<file path="src/rtl/fighter_pkg.sv">
// Shared encodings for the fighter controller and its combo detector.
package fighter_pkg;

  typedef enum logic [2:0] {
    STATE_NORMAL  = 3'b000,
    STATE_PUNCH   = 3'b001,
    STATE_SP_0    = 3'b010,
    STATE_INJURED = 3'b100
  } char_state_t;

  typedef enum logic [1:0] {
    MOVE_IDLE   = 2'b00,
    MOVE_TOWARD = 2'b01,
    MOVE_AWAY   = 2'b10
  } move_state_t;

  typedef enum logic [1:0] {
    DIR_NONE = 2'd0,
    DIR_L    = 2'd1,
    DIR_D    = 2'd2,
    DIR_R    = 2'd3
  } combo_dir_t;

  // Events captured between frame ticks, consumed together at the tick.
  typedef struct packed {
    logic up;
    logic down;
    logic attack;
    logic left;
    logic right;
    logic hit;
  } pend_t;

  localparam logic [5:0] COMBO_SEQ = {DIR_L, DIR_D, DIR_R};

endpackage

</file>
<file path="src/rtl/fighter_controller_combo.sv">
// Combo detector: three-entry history of direction edges, expired after a
// configurable number of idle frame ticks.
module combo_detector
  import fighter_pkg::*;
#(
  parameter int unsigned COMBO_TICKS = 30
) (
  input  logic clk,
  input  logic reset,
  input  logic tick,
  input  logic edge_l,
  input  logic edge_d,
  input  logic edge_r,
  input  logic clear,
  output logic combo_match
);

  localparam int GAP_W = $clog2(COMBO_TICKS + 1);

  logic [2:0][1:0]  hist_q;
  logic [2:0][1:0]  hist_d;
  logic [GAP_W-1:0] gap_q;
  logic             push;

  // Simultaneous edges are pushed in L, D, R order; entry 2 is the oldest.
  always_comb begin
    hist_d = hist_q;
    if (edge_l) hist_d = {hist_d[1:0], DIR_L};
    if (edge_d) hist_d = {hist_d[1:0], DIR_D};
    if (edge_r) hist_d = {hist_d[1:0], DIR_R};
  end

  assign push = tick & (edge_l | edge_d | edge_r);

  always_ff @(posedge clk) begin
    if (reset || clear) begin
      hist_q <= '0;
      gap_q  <= '0;
    end else if (push) begin
      hist_q <= hist_d;
      gap_q  <= GAP_W'(COMBO_TICKS);
    end else if (tick && gap_q != '0) begin
      gap_q <= gap_q - 1'b1;
      if (gap_q == GAP_W'(1)) hist_q <= '0;
    end
  end

  assign combo_match = (hist_q == COMBO_SEQ);

endmodule

</file>
<file path="src/rtl/fighter_controller.sv">
// Per-player fighter controller: frame-tick physics, facing and attack/injury
// state for the sprite renderer.
module fighter_controller
  import fighter_pkg::*;
#(
  parameter int unsigned TICK_DIV    = 1_666_666,
  parameter int unsigned X_MIN       = 16,
  parameter int unsigned X_MAX       = 80,
  parameter int unsigned X_START     = 24,
  parameter int unsigned GROUND_Y    = 40,
  parameter int unsigned STEP        = 1,
  parameter int unsigned JUMP_V      = 6,
  parameter int unsigned GRAVITY     = 1,
  parameter int unsigned PUNCH_TICKS = 23,
  parameter int unsigned SP_TICKS    = 34,
  parameter int unsigned INJ_TICKS   = 23,
  parameter int unsigned COMBO_TICKS = 30
) (
  input  logic       clk,
  input  logic       reset,
  input  logic       btn_left,
  input  logic       btn_right,
  input  logic       btn_up,
  input  logic       btn_down,
  input  logic       btn_attack,
  input  logic       hit,
  input  logic [6:0] opponent_x,
  output logic [6:0] x,
  output logic [6:0] y,
  output logic       in_air,
  output logic [1:0] move_state,
  output logic [2:0] character_state,
  output logic       mirror
);

  localparam int CNT_W = (TICK_DIV > 1) ? $clog2(TICK_DIV) : 1;
  localparam int TMR_W = 8;
  localparam logic signed [8:0] GROUND_S = 9'(GROUND_Y);
  localparam logic signed [7:0] JUMP_S   = 8'(JUMP_V);
  localparam logic signed [7:0] GRAV_S   = 8'(GRAVITY);

  logic [CNT_W-1:0] tick_cnt;
  logic             tick;
  logic             up_q, down_q, attack_q, left_q, right_q;
  pend_t            pend_q, pend;
  char_state_t      state_q, state_d;
  logic [TMR_W-1:0] timer_q, timer_d;
  logic             in_normal, attack_go, jump_go, combo_clear, combo_match;
  logic [7:0]       x_inc;
  logic [6:0]       x_d;
  move_state_t      move_d;
  logic signed [7:0] vy_q, vy_eff;
  logic signed [8:0] y_next;
  logic             air_eff, land;

  // Tick is registered, so frame updates land one clk after the wrap.
  always_ff @(posedge clk) begin
    if (reset) begin
      tick_cnt <= CNT_W'(TICK_DIV - 1);
      tick     <= 1'b0;
    end else begin
      tick     <= (tick_cnt == '0);
      tick_cnt <= (tick_cnt == '0) ? CNT_W'(TICK_DIV - 1) : tick_cnt - 1'b1;
    end
  end

  // Edges arriving on the tick clk itself are folded in before consumption.
  always_comb begin
    pend        = pend_q;
    pend.up     = pend_q.up     | (btn_up     & ~up_q);
    pend.down   = pend_q.down   | (btn_down   & ~down_q);
    pend.attack = pend_q.attack | (btn_attack & ~attack_q);
    pend.left   = pend_q.left   | (btn_left   & ~left_q);
    pend.right  = pend_q.right  | (btn_right  & ~right_q);
    pend.hit    = pend_q.hit    | hit;
  end

  always_ff @(posedge clk) begin
    if (reset) begin
      {up_q, down_q, attack_q, left_q, right_q} <= '0;
      pend_q <= '0;
      mirror <= 1'b0;
    end else begin
      {up_q, down_q, attack_q, left_q, right_q} <=
        {btn_up, btn_down, btn_attack, btn_left, btn_right};
      pend_q <= tick ? '0 : pend;
      mirror <= (opponent_x < x);
    end
  end

  combo_detector #(.COMBO_TICKS(COMBO_TICKS)) u_combo (
    .clk         (clk),
    .reset       (reset),
    .tick        (tick),
    .edge_l      (pend.left),
    .edge_d      (pend.down),
    .edge_r      (pend.right),
    .clear       (combo_clear),
    .combo_match (combo_match)
  );

  always_ff @(posedge clk) begin
    if (reset) begin
      state_q <= STATE_NORMAL;
      timer_q <= '0;
    end else begin
      state_q <= state_d;
      timer_q <= timer_d;
    end
  end

  always_comb begin
    state_d = state_q;
    timer_d = timer_q;
    if (tick) begin
      if (pend.hit) begin
        state_d = STATE_INJURED;
        timer_d = TMR_W'(INJ_TICKS);
      end else if (state_q == STATE_NORMAL) begin
        if (pend.attack) begin
          if (combo_match) begin
            state_d = STATE_SP_0;
            timer_d = TMR_W'(SP_TICKS);
          end else begin
            state_d = STATE_PUNCH;
            timer_d = TMR_W'(PUNCH_TICKS);
          end
        end
      end else if (timer_q == TMR_W'(1)) begin
        state_d = STATE_NORMAL;
        timer_d = '0;
      end else begin
        timer_d = timer_q - 1'b1;
      end
    end
  end

  always_comb begin
    in_normal   = (state_q == STATE_NORMAL);
    attack_go   = tick & in_normal & pend.attack & ~pend.hit;
    jump_go     = tick & in_normal & pend.up & ~pend.attack & ~pend.hit & ~in_air;
    combo_clear = tick & (pend.hit | (attack_go & combo_match));
  end

  assign character_state = state_q;

  always_comb begin
    x_d    = x;
    move_d = MOVE_IDLE;
    x_inc  = {1'b0, x} + 8'(STEP);
    if (in_normal && (btn_left != btn_right)) begin
      if (btn_left) begin
        x_d    = ({1'b0, x} >= 8'(X_MIN + STEP)) ? x - 7'(STEP) : 7'(X_MIN);
        move_d = mirror ? MOVE_TOWARD : MOVE_AWAY;
      end else begin
        x_d    = (x_inc <= 8'(X_MAX)) ? x_inc[6:0] : 7'(X_MAX);
        move_d = mirror ? MOVE_AWAY : MOVE_TOWARD;
      end
    end
  end

  // The jump tick already takes its first step using the launch velocity.
  always_comb begin
    vy_eff  = jump_go ? JUMP_S : vy_q;
    air_eff = in_air | jump_go;
    y_next  = $signed({2'b00, y}) - $signed({vy_eff[7], vy_eff});
    land    = vy_eff[7] && (y_next >= GROUND_S);
  end

  always_ff @(posedge clk) begin
    if (reset) begin
      x          <= 7'(X_START);
      y          <= 7'(GROUND_Y);
      in_air     <= 1'b0;
      vy_q       <= '0;
      move_state <= MOVE_IDLE;
    end else if (tick) begin
      x          <= x_d;
      move_state <= move_d;
      if (air_eff) begin
        if (land) begin
          y      <= 7'(GROUND_Y);
          in_air <= 1'b0;
          vy_q   <= '0;
        end else begin
          y      <= y_next[6:0];
          in_air <= 1'b1;
          vy_q   <= vy_eff - GRAV_S;
        end
      end
    end
  end

endmodule

</file>
<file path="config.mk">
export PLATFORM = sky130hd
export DESIGN_NAME = fighter_controller
export DESIGN_NICKNAME = d
export VERILOG_FILES = /design/src/rtl/fighter_pkg.sv /design/src/rtl/fighter_controller_combo.sv /design/src/rtl/fighter_controller.sv
export SDC_FILE = /design/constraint.sdc
export NUM_CORES = 1
export LEC_CHECK = 0
export CAP_MARGIN = 20
export CORE_UTILIZATION = 45
export CTS_CLUSTER_SIZE = 20
export DETAILED_ROUTE_END_ITERATION = 8
export PLACE_DENSITY_LB_ADDON = 0.05
export SYNTH_ARGS = -nofsm -noshare
export SYNTH_HDL_FRONTEND = slang
export SYNTH_SLANG_ARGS = --single-unit
export TNS_END_PERCENT = 30
</file>
<file path="constraint.sdc">
create_clock -name clk -period 8.8 [get_ports clk]
set_input_delay 1.76 -clock clk [delete_from_list [all_inputs] [get_ports clk]]
set_output_delay 1.76 -clock clk [all_outputs]
set_load 0.05 [all_outputs]
</file>
==> impl_metrics.yaml, run 1 <==
outcome:
  status: "complete, no violations"
power:
  power.total_mw: 0.7372
  p_leak_nw: 1.988
  p_per_area_nw_per_um2: 139.8
  vdd_ir_drop_max_mv: 0.09007
setup_path:
  cp_data_required_time_ns: 9.02
  r2r_slack_ns: 4.49
  rr_startpoint: "character_state[0]$_SDFFE_PP0P_"
  cp_max_fo: 14
  endpoint_kind: "flip-flop"
  arrival_ns: 5.88
  critPathMostFrequentCell: "nor2_1"
  ff2ff_path_depth: 15
  path_cells: "clkdlybuf4s50_1 > nor2_1 > nor4b_4 > and3_1 > nand2b_1 > nand2_1 > inv_1 > ha_1 > fa_1 > and3b_1 > nor2b_1 > o311ai_0 > a2111oi_2 > nand3b_4 > a32oi_1 > nor2_1"
  slowest_delay_ns: 0.51
  cpMaxStageDelayCell: "o311ai_0"
  worst-setup-path-type: "input port to flip-flop"
  crit_path_start_kind: "input port"
  r2r-end: "in_air$_SDFFE_PP0P_"
timing:
  period_minus_slack_ns: 5.663
  relSlewSlack_pct: 38.62
  tns_ns: 0
  hold_viol: 0
  holdWs_ns: 0.4543
  rsz0062_at_grt: "false"
  worst_pin_slew_ns: 0.9208
  finalCritPeriodShare_pct: 64.35
  worst_slack_ns: 3.137
  finalMaxSlewViolations: 0
  finalSetupViolCount: 0
  skew_ns: 0.01150
  max_freq_mhz: 176.6
synth:
  yosysTopAreaCell: "dfxtp_1"
  syn_nets: 614
  synthFlopType: "dfxtp_1"
  synth_top_area_share_pct: 34.96
  async_reset_ff_share_pct: 0
  synth_edf_count: 0
  synth-warning-count: 0
  synth_area_um2: 4638
  synth.area.top_cells: "dfxtp_1, nor2_1, ha_1"
  postSynthAreaPerCell_um2: 8.080
  seq_area_frac_synth_pct: 34.96
  synth_cells: 574
  synth_seq_cells: 81
  synth_cell_type_count: 72
place:
  gp_congestion: 0.8220
  place_hpwl_mm: 6.919
  dp_cells: 718
  port_buffers: 35
  pre_cts_ws_ns: 2.723
die:
  io_pins: 36
  std_cell_rows: 36
  die_w_um: 103.5
  start_util_pct: 47.02
  core_area_um2: 9864
  die_y_um: 103.5
  design.die.area_um2: 10720
worst_hold_path:
  hold_depth: 1
  hold_path_class: "flip-flop to flip-flop"
  hp-start: "tick_cnt[0]$_SDFF_PP1_"
  whs_endpoint: "tick_cnt[0]$_SDFF_PP1_"
routing:
  drt_iter0_markers: 125
  wl_met3_um: 304
  firstDrtPassIters: 4
  antenna_left: 0
  met1_length_mm: 4.911
  viasPerCell: 5.448
  route.detailed.drc: 0
  vias: 3999
  drt_wl_total_mm: 9.934
  routed.top_layer: "met4"
  wl_per_cell_um: 13.53
  dr_wl_met2_mm: 4.637
global_route:
  antenna_found_initial: 0
  grt_use_total_pct: 19.32
  grt_overflow: 0
  grt_max_degree: 49
  grt_pass1_wl_mm: 17.26
  grt_pass1_vias: 3767
cells_and_area:
  n_fill_cell: 935
  final-instance-count-excl-fill: 734
  drive_above_1_share_pct: 6.822
  diodes: 0
  area.growth.synth_to_final_pct: 13.68
  fin_nets: 636
clock_tree:
  h-tree-depth: 3
  cts_num_sinks: 81
  clockBufferDepth: 2
  cts_hold_buf: 0
  clk_latency_ns: 0.37
  ctsResizeCount: 0
  cts_setup_buffers: 0
  cts_buffers: 9
  root_buffer: "clkbuf_8"
  clkTransAtPathRegs_ns: 0.09
  cts_tree: "yes"
run:
  drv_cap: 0
-- stage by stage --
stage               util (%)  cell area (um^2)
CTS                    53.45              5273
detailed placement     51.12              5042
global placement       51.12              5042
global route           53.45              5273
floorplan                  -              4638
finish                 53.45              5273
-- cells in the mapped netlist, drive strengths merged (8+ instances only) --
cell type  number
nor2           82
dfxtp          81
nand2          54
a21oi          43
inv            28
ha             24
o21ai          23
xnor2          20
clkbuf         19
nor3           18
nand3          12
nor4           12
a31oi          11
xor2           11
a21o           10
a32oi          10
nor2b          10
nand2b          9
or2             8
-- state kept, by name, summed over array words and instances (netlist names), 2 cells and up --
signal and flops:
tick_cnt 21, timer_q 8, vy_q 8, x 7
y 7, pend_q 6, u_combo.hist_q 6, u_combo.gap_q 5
character_state 3, move_state 2
-- how the worst max path moves through the flow --
| stage | startpoint | end | slack [ns] | cells past startpoint |
|---|---|---|---|---|
| finish | hit | in_air$_SDFFE_PP0P_ | 3.14 | 16 |
| global placement | hit | in_air$_SDFFE_PP0P_ | 2.82 | 16 |
| detailed placement | hit | in_air$_SDFFE_PP0P_ | 2.72 | 16 |
| CTS | hit | in_air$_SDFFE_PP0P_ | 3.12 | 16 |
| global route | hit | vy_q[4]$_SDFFE_PP0P_ | 2.73 | 16 |
| floorplan | hit | y[1]$_SDFFE_PP0P_ | 3.79 | 17 |
-- layout make-up --
cell class	instances	area, um^2	area share, %
Timing Repair Buffer	37	360.3	6.834
Multi-Input combinational cell	439	2789	52.89
Sequential cell	81	1622	30.75
Inverter	28	105.1	1.993
Clock buffer	9	123.9	2.349
Tap cell	133	166.4	3.156
Clock inverter	7	106.4	2.017
-- cells in the final DEF, fill, tap and decap left out, types with 5 or more instances in the layout --
cell type	count
nand3_1	12
a31oi_1	11
nor3_1	16
dfxtp_1	81
inv_1	28
nor2b_1	10
nor4_1	11
nor2_1	81
nand2b_1	9
xor2_1	11
a21o_1	10
a21oi_1	42
a32oi_1	10
xnor2_1	20
clkdlybuf4s50_1	34
ha_1	24
a211oi_1	6
nand2_1	54
clkbuf_8	9
and3_1	7
o21ai_0	23
or2_2	5
-- metal layers --
metal  vias to the layer above  track usage [%]
li1                       2086                -
met1                      1851            25.40
met2                        55            31.59
met3                         7            4.846
met4                         0            4.762
met5                         -                0
-- critical path: cells and delay by family --
family | cells | cell delay, ns
fa+ha+maj | 2 | 0.61
simple gates | 9 | 2.12
buf+inv | 2 | 0.50
compound gates | 3 | 0.89
-- where the power goes --
group	switching [mW]	internal (mW)	leakage, nW
Clock	0.151	0.165	0.117
Sequential	0.00419	0.372	0.657
Combinational	0.0257	0.0185	1.21
Total	0.181	0.556	1.99
-- cell families after synthesis --
kind of cell	after synthesis	share of synthesized area (%)
fa+ha+maj	25	6.906
compound gates	136	19.61
flops	81	34.96
buf+inv	54	4.909
mux	3	0.6474
xor+xnor	31	5.854
simple gates	244	27.11
No activity file was read; power rests on OpenSTA's default activity.
==> run 2, diff against run 1 <==
==> constraint.sdc (replaced) <==
create_clock -name clk -period 5.3 [get_ports clk]
set_input_delay 1.06 -clock clk [delete_from_list [all_inputs] [get_ports clk]]
set_output_delay 1.06 -clock clk [all_outputs]
set_load 0.05 [all_outputs]
==> run 2 against run 1 <==
  * Die area stayed put
  * Via count rose by 3.1%
  * Clock skew fell by 0.0025 ns
  * Core utilization fell by 0.15 points
  * Worst setup slack got worse by 2.5 ns
  * Critical endpoint unchanged
  * Critical path type unchanged
  * Count of clock-buffer cells in the layout grew 1
  * Combinational power up 70%
  * Critical path depth unchanged
  * First-iteration DRC count grew 20%
  * Wire length increased by 2.0%
  * Clock power up 38%
==> impl_metrics.yaml, run 2 (synthesis gave the netlist of run 1 again) <==
outcome:
  status: "complete, no violations"
setup_path:
  path_cells: "clkdlybuf4s50_1 > nor2b_1 > nor4b_4 > and3_1 > nand2b_1 > nand2_1 > inv_1 > ha_1 > fa_1 > and3b_1 > nor2b_1 > o311ai_0 > a2111oi_2 > nand3b_4 > a32oi_1 > nor2_1"
  critPathMostFrequentCell: "nor2b_1"
  cp_data_required_time_ns: 5.51
  cpMaxStageDelayCell: "o311ai_0"
  cp_max_fo: 14
  r2r_slack_ns: 1.13
  slowest_delay_ns: 0.62
  crit_buf_inv: 2
  path_delay_family: "simple AND/OR/NAND/NOR gates"
  worst-setup-path-type: "input port to flip-flop"
  endpoint_kind: "flip-flop"
  crit_path_start_kind: "input port"
  arrival_ns: 4.86
timing:
  hold_viol: 0
  tns_ns: 0
  relSlewSlack_pct: 37.92
  worst_pin_slew_ns: 0.9311
  period_minus_slack_ns: 4.654
  finalMaxSlewViolations: 0
  finalSetupViolCount: 0
  rsz0062_at_grt: "false"
  max_freq_mhz: 214.8
  finalCritPeriodShare_pct: 87.82
  skew_ns: 0.009043
cells_and_area:
  largest_reg_flops: 21
  layout_common_cells: "nor2_1, dfxtp_1, nand2_1, a21oi_1, clkdlybuf4s50_1"
  fin_nets: 640
  area.growth.synth_to_final_pct: 13.35
  diodes: 0
  final_area_um2: 5258
  top_register: "tick_cnt"
  top_regs: "tick_cnt (21), timer_q (8), vy_q (8)"
  drive_above_1_share_pct: 7.438
clock_tree:
  h-tree-depth: 3
  ctsResizeCount: 0
  root_buffer: "clkbuf_8"
  clockBufferDepth: 2
  cts_hold_buf: 0
  cts_buffers: 9
  cts_setup_buffers: 0
  cts_num_sinks: 81
  clk_latency_ns: 0.35
  cts_tree: "yes"
  clkTransAtPathRegs_ns: 0.08
routing:
  firstDrtPassIters: 4
  drt_wl_total_mm: 10.14
  drt_iter0_markers: 150
  viasPerCell: 5.584
  route.detailed.drc: 0
  wl_per_cell_um: 13.73
  antenna_left: 0
  vias: 4121
die:
  design.die.area_um2: 10720
  std_cell_rows: 36
  core_area_um2: 9864
  die_w_um: 103.5
  die_y_um: 103.5
  start_util_pct: 47.02
  io_pins: 36
power:
  vdd_ir_drop_max_mv: 0.1099
  p_leak_nw: 1.990
  p_per_area_nw_per_um2: 216.3
global_route:
  grt_overflow: 0
  grt_pass1_vias: 3756
  antenna_found_initial: 0
  grt_max_degree: 49
  grt_use_total_pct: 19.52
  grt_pass1_wl_mm: 17.31
worst_hold_path:
  hold_path_class: "flip-flop to flip-flop"
run:
  drv_cap: 0
place:
  gp_congestion: 0.8483
  place_hpwl_mm: 7.102
  port_buffers: 35
  place_area_um2: 5072
## run 2: cell count changes in the layout (fill, tap and decap cells not counted), sizes merged
cell,delta
clkinv,+1
buf,+4
clkbuf,+1
bufinv,-2
## run 2: layer usage
layer	track usage, %	part of all wire, %	vias up
li1	-	-	2085
met1	25.38	49	1955
met2	31.98	46	68
met3	3.650	3.6	13
met4	7.557	1.5	0
met5	0	0	-
## run 2: where the power goes
group,internal (mW),switching [mW]
sequential,0.618,0.00690
clock,0.190,0.247
combinational,0.0321,0.0429
total,0.840,0.297
## run 2: final timing paths
kind	start	endpoint	depth (start not counted)
hold / removal	u_combo.hist_q[4]$_SDFFE_PP0P_	u_combo.hist_q[4]$_SDFFE_PP0P_	2
setup reg to reg	character_state[0]$_SDFFE_PP0P_	in_air$_SDFFE_PP0P_	15
setup / recovery	btn_attack	in_air$_SDFFE_PP0P_	16
hold reg to reg	u_combo.hist_q[4]$_SDFFE_PP0P_	u_combo.hist_q[4]$_SDFFE_PP0P_	2
## run 2: cell type report
class | count | area, um^2
timing repair buffer | 41 | 390.4
multi-input combinational | 439 | 2789
sequential | 81 | 1622
tap | 133 | 166.4
clock inverter | 6 | 47.55
clock buffer | 10 | 137.6
fill | 950 | 4607
inverter | 28 | 105.1
## run 2: worst register-to-register path, delay by kind of cell, from the launching register on
| kind | cells | cell delay (ns) |
|---|---|---|
| simple gates | 9 | 2.02 |
| compound gates | 3 | 1.01 |
| fa+ha+maj | 2 | 0.61 |
| flops | 1 | 0.34 |
| buf+inv | 1 | 0.06 |
## run 2: metrics by stage
stage          setup WS (ns)  cells  util, %  power, mW  hold slack [ns]
4_1_cts               0.6665    738    53.30      1.154           0.4585
6_report              0.6455    738    53.30      1.137           0.4568
3_3_place_gp          0.4483    722    51.42     0.7138           0.4177
2_1_floorplan         0.9860    574        -     0.6896           0.3958
5_1_grt               0.4396    738    53.30      1.193           0.4844
3_5_place_dp          0.2936    722    51.42     0.7147           0.4436
==> RTL change 1, RTL diff (flow settings as in run 2) <==
`TMR_W`: 8 -> 7.
--- a/src/rtl/fighter_controller.sv
+++ b/src/rtl/fighter_controller.sv
@@ -36,3 +36,3 @@
   localparam int CNT_W = (TICK_DIV > 1) ? $clog2(TICK_DIV) : 1;
-  localparam int TMR_W = 8;
+  localparam int TMR_W = 7;
   localparam logic signed [8:0] GROUND_S = 9'(GROUND_Y);
Check against the original RTL: no difference found for any inputs over 10 cycles, from zero or initial values and one cycle with reset high; that may be too few to reach the edited logic, so the function may still have changed.
==> RTL change 1 against run 2 <==
Worst setup slack improved by 0.0059 ns. Largest cell class unchanged. Critical path type unchanged. Final cell count decreased by 1.9%. Global-route usage increased by 0.23 points. Worst hold slack got worse by 0.020 ns. Sequential cell count decreased by 1. Cell area decreased by 1.6%. Die area decreased by 2.3%. Clock power increased by 8.5%. Core utilization decreased by 0.35 points. Area after synthesis decreased by 2.3%. Total power increased by 2.7%. Routed wire length decreased by 3.8%. Critical path depth decreased by 1. Count of clock-buffer cells in the layout unchanged.
==> RTL change 1: results (changes against run 2) <==
| Stage | Metric | Value | vs run 2 |
| --- | --- | --- | --- |
| drt | Total Routed Length | 9750 um | was 10100 um |
| global route | Global-route wire length before repair | 16500 um | was 17300 um |
| critical path | Slowest stage cell, crit path | clkdlybuf4s50_1 | was o311ai_0 |
| critical path | Largest stage delay on the critical path | 0.46 ns | was 0.62 ns |
| place | RePlAce Congestion | 0.879 | was 0.848 |
| critical path | Launching element of the worst setup path | hit | was btn_attack |
| drt | Via count | 3933 | was 4121 |
| critical path | R2R Path End | vy_q[4] | was in_air |
| drt | Per-cell via count in the routed design | 5.43 | was 5.58 |
| logic synthesis | Synth Net Count | 601 | was 614 |
| power and ir drop | VDD IR-drop max | 0.143 mV | was 0.110 mV |
| logic synthesis | Post-synthesis cell type count | 66 | was 72 |
| timing | Final clock skew | 0.0168 ns | was 0.00904 ns |
| logic synthesis | Cell types with the highest counts after synthesis | dfxtp_1, nor2_1, nand2_1, a21oi_1, inv_1 | unchanged |
| power and ir drop | Pleak | 1.91 nW | was 1.99 nW |
| place | Detail Placement HPWL | 6900 um | was 7100 um |
| critical path | Register-to-register setup slack | 1.34 ns | was 1.13 ns |
| outcome | Result of the run | finished clean | unchanged |
| logic synthesis | Cells after synthesis | 561 | was 574 |
| logic synthesis | Proportion of synthesized chip area in sequential cells | 35.3% | was 35.0% |
| cells and area | Layout fillers | 931 | was 950 |
| global route | Total GRT Usage | 19.8% | was 19.5% |
| cells and area | Largest registers ranked by flip-flop count | tick_cnt (21), vy_q (8) | was tick_cnt (21), timer_q (8), vy_q (8) |
| global route | Via count of the first global-routing pass | 3686 | was 3756 |
| worst hold path | Depth of the worst hold-timing path | 1 | was 2 |
| timing | Max-slew headroom | 34.7% | was 37.9% |
| drt | Count of routing violations after the opening detailed-route iteration | 101 | was 150 |
| critical path | Arrival time at the worst endpoint | 4.91 ns | was 4.86 ns |
| place | Placement-stage cell area | 4960 um^2 | was 5070 um^2 |
RTL change 1: how the worst min path moves through the flow:
stage,to,slack [ns],start
2_1_floorplan,tick_cnt[0],0.40,tick_cnt[0]
3_3_place_gp,tick_cnt[0],0.42,tick_cnt[0]
3_5_place_dp,tick_cnt[0],0.42,tick_cnt[0]
4_1_cts,tick_cnt[0],0.44,tick_cnt[0]
5_1_grt,tick_cnt[0],0.48,tick_cnt[0]
6_report,tick_cnt[0],0.44,tick_cnt[0]
RTL change 1: cells by family (layout without fill, tap and decap cells):
logic type | count (synthesis) | count (layout) | synth area share, %
mux | 3 | 3 | 0.690
simple gates | 222 | 222 | 25.1
fa+ha+maj | 26 | 26 | 7.29
xor+xnor | 30 | 30 | 5.80
flops | 80 | 80 | 35.3
compound gates | 144 | 144 | 20.7
buf+inv | 56 | 86 | 5.03
RTL change 1: layout make-up:
class                   instances  area (um^2)  area share [%]
well taps                     133          166            3.22
repair buffers                 39          375            7.25
multi-input cells             425         2700            52.2
flip-flops and latches         80         1600            30.9
inverters                      31          116            2.25
clock inverters                 6         76.3            1.47
clock buffers                  10          138            2.66
RTL change 1: metal layers:
| layer | global-route usage, % | part of all wire (%) | vias to the layer above |
|---|---|---|---|
| li1 | - | - | 2041 |
| met2 | 33.6 | 47 | 54 |
| met3 | 4.31 | 3.1 | 8 |
| met4 | 5.71 | 1.1 | 0 |
| met5 | 0 | 0 | - |
| met1 | 25.1 | 49 | 1830 |
RTL change 1: power breakdown:
group          switching, mW  internal, mW  total [mW]
registers            0.00674         0.611       0.617
clock network          0.236         0.238       0.474
logic                 0.0448        0.0316      0.0764
==> RTL change 2, RTL diff (flow settings as in run 2) <==
Made on the original files. Add an input register stage for `btn_left`, `btn_right`, `btn_up`, `btn_down` and `btn_attack`, without a reset; this delays them by one clock. The other inputs are not delayed to match.
--- a/src/rtl/fighter_controller.sv
+++ b/src/rtl/fighter_controller.sv
@@ -41,2 +41,16 @@
 
+  logic btn_left_q;
+  logic btn_right_q;
+  logic btn_up_q;
+  logic btn_down_q;
+  logic btn_attack_q;
+
+  always_ff @(posedge clk) begin
+    btn_left_q   <= btn_left;
+    btn_right_q  <= btn_right;
+    btn_up_q     <= btn_up;
+    btn_down_q   <= btn_down;
+    btn_attack_q <= btn_attack;
+  end
+
   logic [CNT_W-1:0] tick_cnt;
@@ -69,7 +83,7 @@
     pend        = pend_q;
-    pend.up     = pend_q.up     | (btn_up     & ~up_q);
-    pend.down   = pend_q.down   | (btn_down   & ~down_q);
-    pend.attack = pend_q.attack | (btn_attack & ~attack_q);
-    pend.left   = pend_q.left   | (btn_left   & ~left_q);
-    pend.right  = pend_q.right  | (btn_right  & ~right_q);
+    pend.up     = pend_q.up     | (btn_up_q   & ~up_q);
+    pend.down   = pend_q.down   | (btn_down_q & ~down_q);
+    pend.attack = pend_q.attack | (btn_attack_q & ~attack_q);
+    pend.left   = pend_q.left   | (btn_left_q & ~left_q);
+    pend.right  = pend_q.right  | (btn_right_q & ~right_q);
     pend.hit    = pend_q.hit    | hit;
@@ -84,3 +98,3 @@
       {up_q, down_q, attack_q, left_q, right_q} <=
-        {btn_up, btn_down, btn_attack, btn_left, btn_right};
+        {btn_up_q, btn_down_q, btn_attack_q, btn_left_q, btn_right_q};
       pend_q <= tick ? '0 : pend;
@@ -150,4 +164,4 @@
     x_inc  = {1'b0, x} + 8'(STEP);
-    if (in_normal && (btn_left != btn_right)) begin
-      if (btn_left) begin
+    if (in_normal && (btn_left_q != btn_right_q)) begin
+      if (btn_left_q) begin
         x_d    = ({1'b0, x} >= 8'(X_MIN + STEP)) ? x - 7'(STEP) : 7'(X_MIN);
Function: same outputs for any inputs over 10 cycles, from zero or initial values and one cycle with reset high; that may be too few to reach the edited logic, so the function may still have changed.
==> RTL change 2 against run 2 <==
Worst hold slack got worse by 0.046 ns. Sequential power increased by 6.9%. Clock skew increased by 0.0023 ns. Die area decreased by 0.42%. Area after synthesis decreased by 0.43%. Worst setup slack got worse by 0.17 ns. Synthesized cell count decreased by 1.2%. First-iteration DRC count decreased by 15%. Routed wire length decreased by 2.5%. Register-to-register slack improved by 0.12 ns. Final cell count decreased by 1.4%. Total power increased by 9.1%. Sequential cell count increased by 5. Cell area decreased by 0.40%. Highest routed layer unchanged.
==> RTL change 2: results (changes against run 2) <==
| Stage | Metric | Value | vs run 2 |
| --- | --- | --- | --- |
| timing | Transition time at the pin with the least slew margin | 0.929 ns | was 0.931 ns |
| logic synthesis | Share of the synthesized area in the top cell type | 37.3% | was 35.0% |
| logic synthesis | Cell types with the highest counts after synthesis | dfxtp_1, nor2_1, nand2_1, a21oi_1 | was dfxtp_1, nor2_1, nand2_1, a21oi_1, inv_1 |
| power and ir drop | Sequential share of power | 53.8% | was 55.0% |
| global route | Global-route wire length before repair | 17200 um | was 17300 um |
| logic synthesis | Fraction of registers with async set or reset after synthesis | 0% | unchanged |
| clocking | H-tree Lvls | 3 | unchanged |
| critical path | Family of cells with the greatest summed delay on the critical path | compound AO/OA/AOI/OAI gates | was simple AND/OR/NAND/NOR gates |
| place | Post-Place Worst Slack | 0.0968 ns | was 0.294 ns |
| critical path | Largest stage delay on the critical path | 0.58 ns | was 0.62 ns |
| cells and area | Nets | 630 | was 640 |
| place | RePlAce Congestion | 0.799 | was 0.848 |
| outcome | Result of the run | finished clean | unchanged |
| critical path | Slowest stage cell, crit path | or4_4 | was o311ai_0 |
| logic synthesis | Synth Net Count | 604 | was 614 |
| global route | Grt met3 use | 5.38% | was 3.65% |
| logic synthesis | Proportion of synthesized chip area in sequential cells | 37.3% | was 35.0% |
| cells and area | Number of inserted diodes | 0 | unchanged |
| critical path | Maximum net fanout on the critical path | 6 | was 14 |
| cells and area | Layout cells sized above 1 | 6.89% | was 7.44% |
| timing | Final clock skew | 0.0113 ns | was 0.00904 ns |
| clocking | Source-to-sink clock delay at the later pin of the worst-skew pair | 0.37 ns | was 0.35 ns |
| global route | Via count of the first global-routing pass | 3793 | was 3756 |
| place | Detail Placement HPWL | 6990 um | was 7100 um |
| logic synthesis | Synthesis Warnings | 0 | unchanged |
| global route | Met1 routing resource usage after global routing | 26.4% | was 25.4% |
| global route | Met2 Track Usage GR | 33.5% | was 32.0% |
| power and ir drop | Share of total power consumed by net switching | 23.1% | was 26.1% |
| drt | Count of routing violations after the opening detailed-route iteration | 128 | was 150 |
| power and ir drop | Combinational cell fraction of total power | 7.2% | was 6.6% |
| critical path | Arrival time at the worst endpoint | 5.08 ns | was 4.86 ns |
| power and ir drop | VDD IR-drop max | 0.143 mV | was 0.110 mV |
| drt | Per-cell via count in the routed design | 5.46 | was 5.58 |
| cells and area | Utilization after layout | 53.1% | was 53.3% |
| drt | Total Routed Length | 9880 um | was 10100 um |
| power and ir drop | Pleak | 1.90 nW | was 1.99 nW |
| logic synthesis | Top post-synthesis cells by area | dfxtp_1, ha_1, nor2_1, a21oi_1, nand2_1 | was dfxtp_1, nor2_1, ha_1, a21oi_1, nand2_1 |
| power and ir drop | Sequential logic power | 668 uW | was 625 uW |
[RTL change 2: cell count changes after synthesis, moves of 7 or more]
cell / change
a32oi_1: -9
a31oi_1: -7
nor2_1: -11
nor3_1: +10
[RTL change 2: cells by family after synthesis]
kind of cell | share of synthesized area (%)
flops | 37.3
compound gates | 21.1
xor+xnor | 5.69
buf+inv | 4.61
mux | 0.244
fa+ha+maj | 6.18
simple gates | 25.0
[RTL change 2: worst reg2reg max path, cell delays in order, from the launching register on]
cell and delay [ns]:
dfxtp_1 0.34, or3_4 0.42, or4_4 0.48, nor4_4 0.31
nor2_1 0.08, ha_1 0.20, inv_1 0.07, ha_1 0.16
inv_1 0.07, a21oi_1 0.12, o21ai_0 0.12, a211oi_2 0.28
nor3_1 0.10, o311ai_2 0.48, o31a_4 0.29, nor3_2 0.08
a311o_1 0.35
[RTL change 2: layout make-up]
class | count | area (um^2)
fill | 938 | 4630
multi-input combinational | 431 | 2680
sequential | 86 | 1720
timing repair buffer | 39 | 375
tap | 133 | 166
clock buffer | 11 | 131
inverter | 26 | 97.6
clock inverter | 2 | 60.1
[RTL change 2: per-stage QoR]
stage	std cells	cell area [um^2]
final	728	5240
after global routing	728	5240
after CTS	728	5240
after detailed placement	715	5040
after global placement	715	5040
after floorplan	567	4620
[RTL change 2: path summary, 6_finish.rpt]
path / startpoint / end / slack, ns / cells past startpoint
worst max register to register: character_state[0] / vy_q[7] / 1.25 / 16
worst min register to register: tick_cnt[0] / tick_cnt[0] / 0.41 / 1
worst min-delay path: tick_cnt[0] / tick_cnt[0] / 0.41 / 1
worst max-delay path: hit / vy_q[7] / 0.48 / 17
[RTL change 2: routing by layer]
layer | up-vias | part of all wire, %
li1 | 2054 | -
met1 | 1869 | 50
met2 | 41 | 46
met3 | 12 | 2.9
met4 | 0 | 1.3
met5 | - | 0
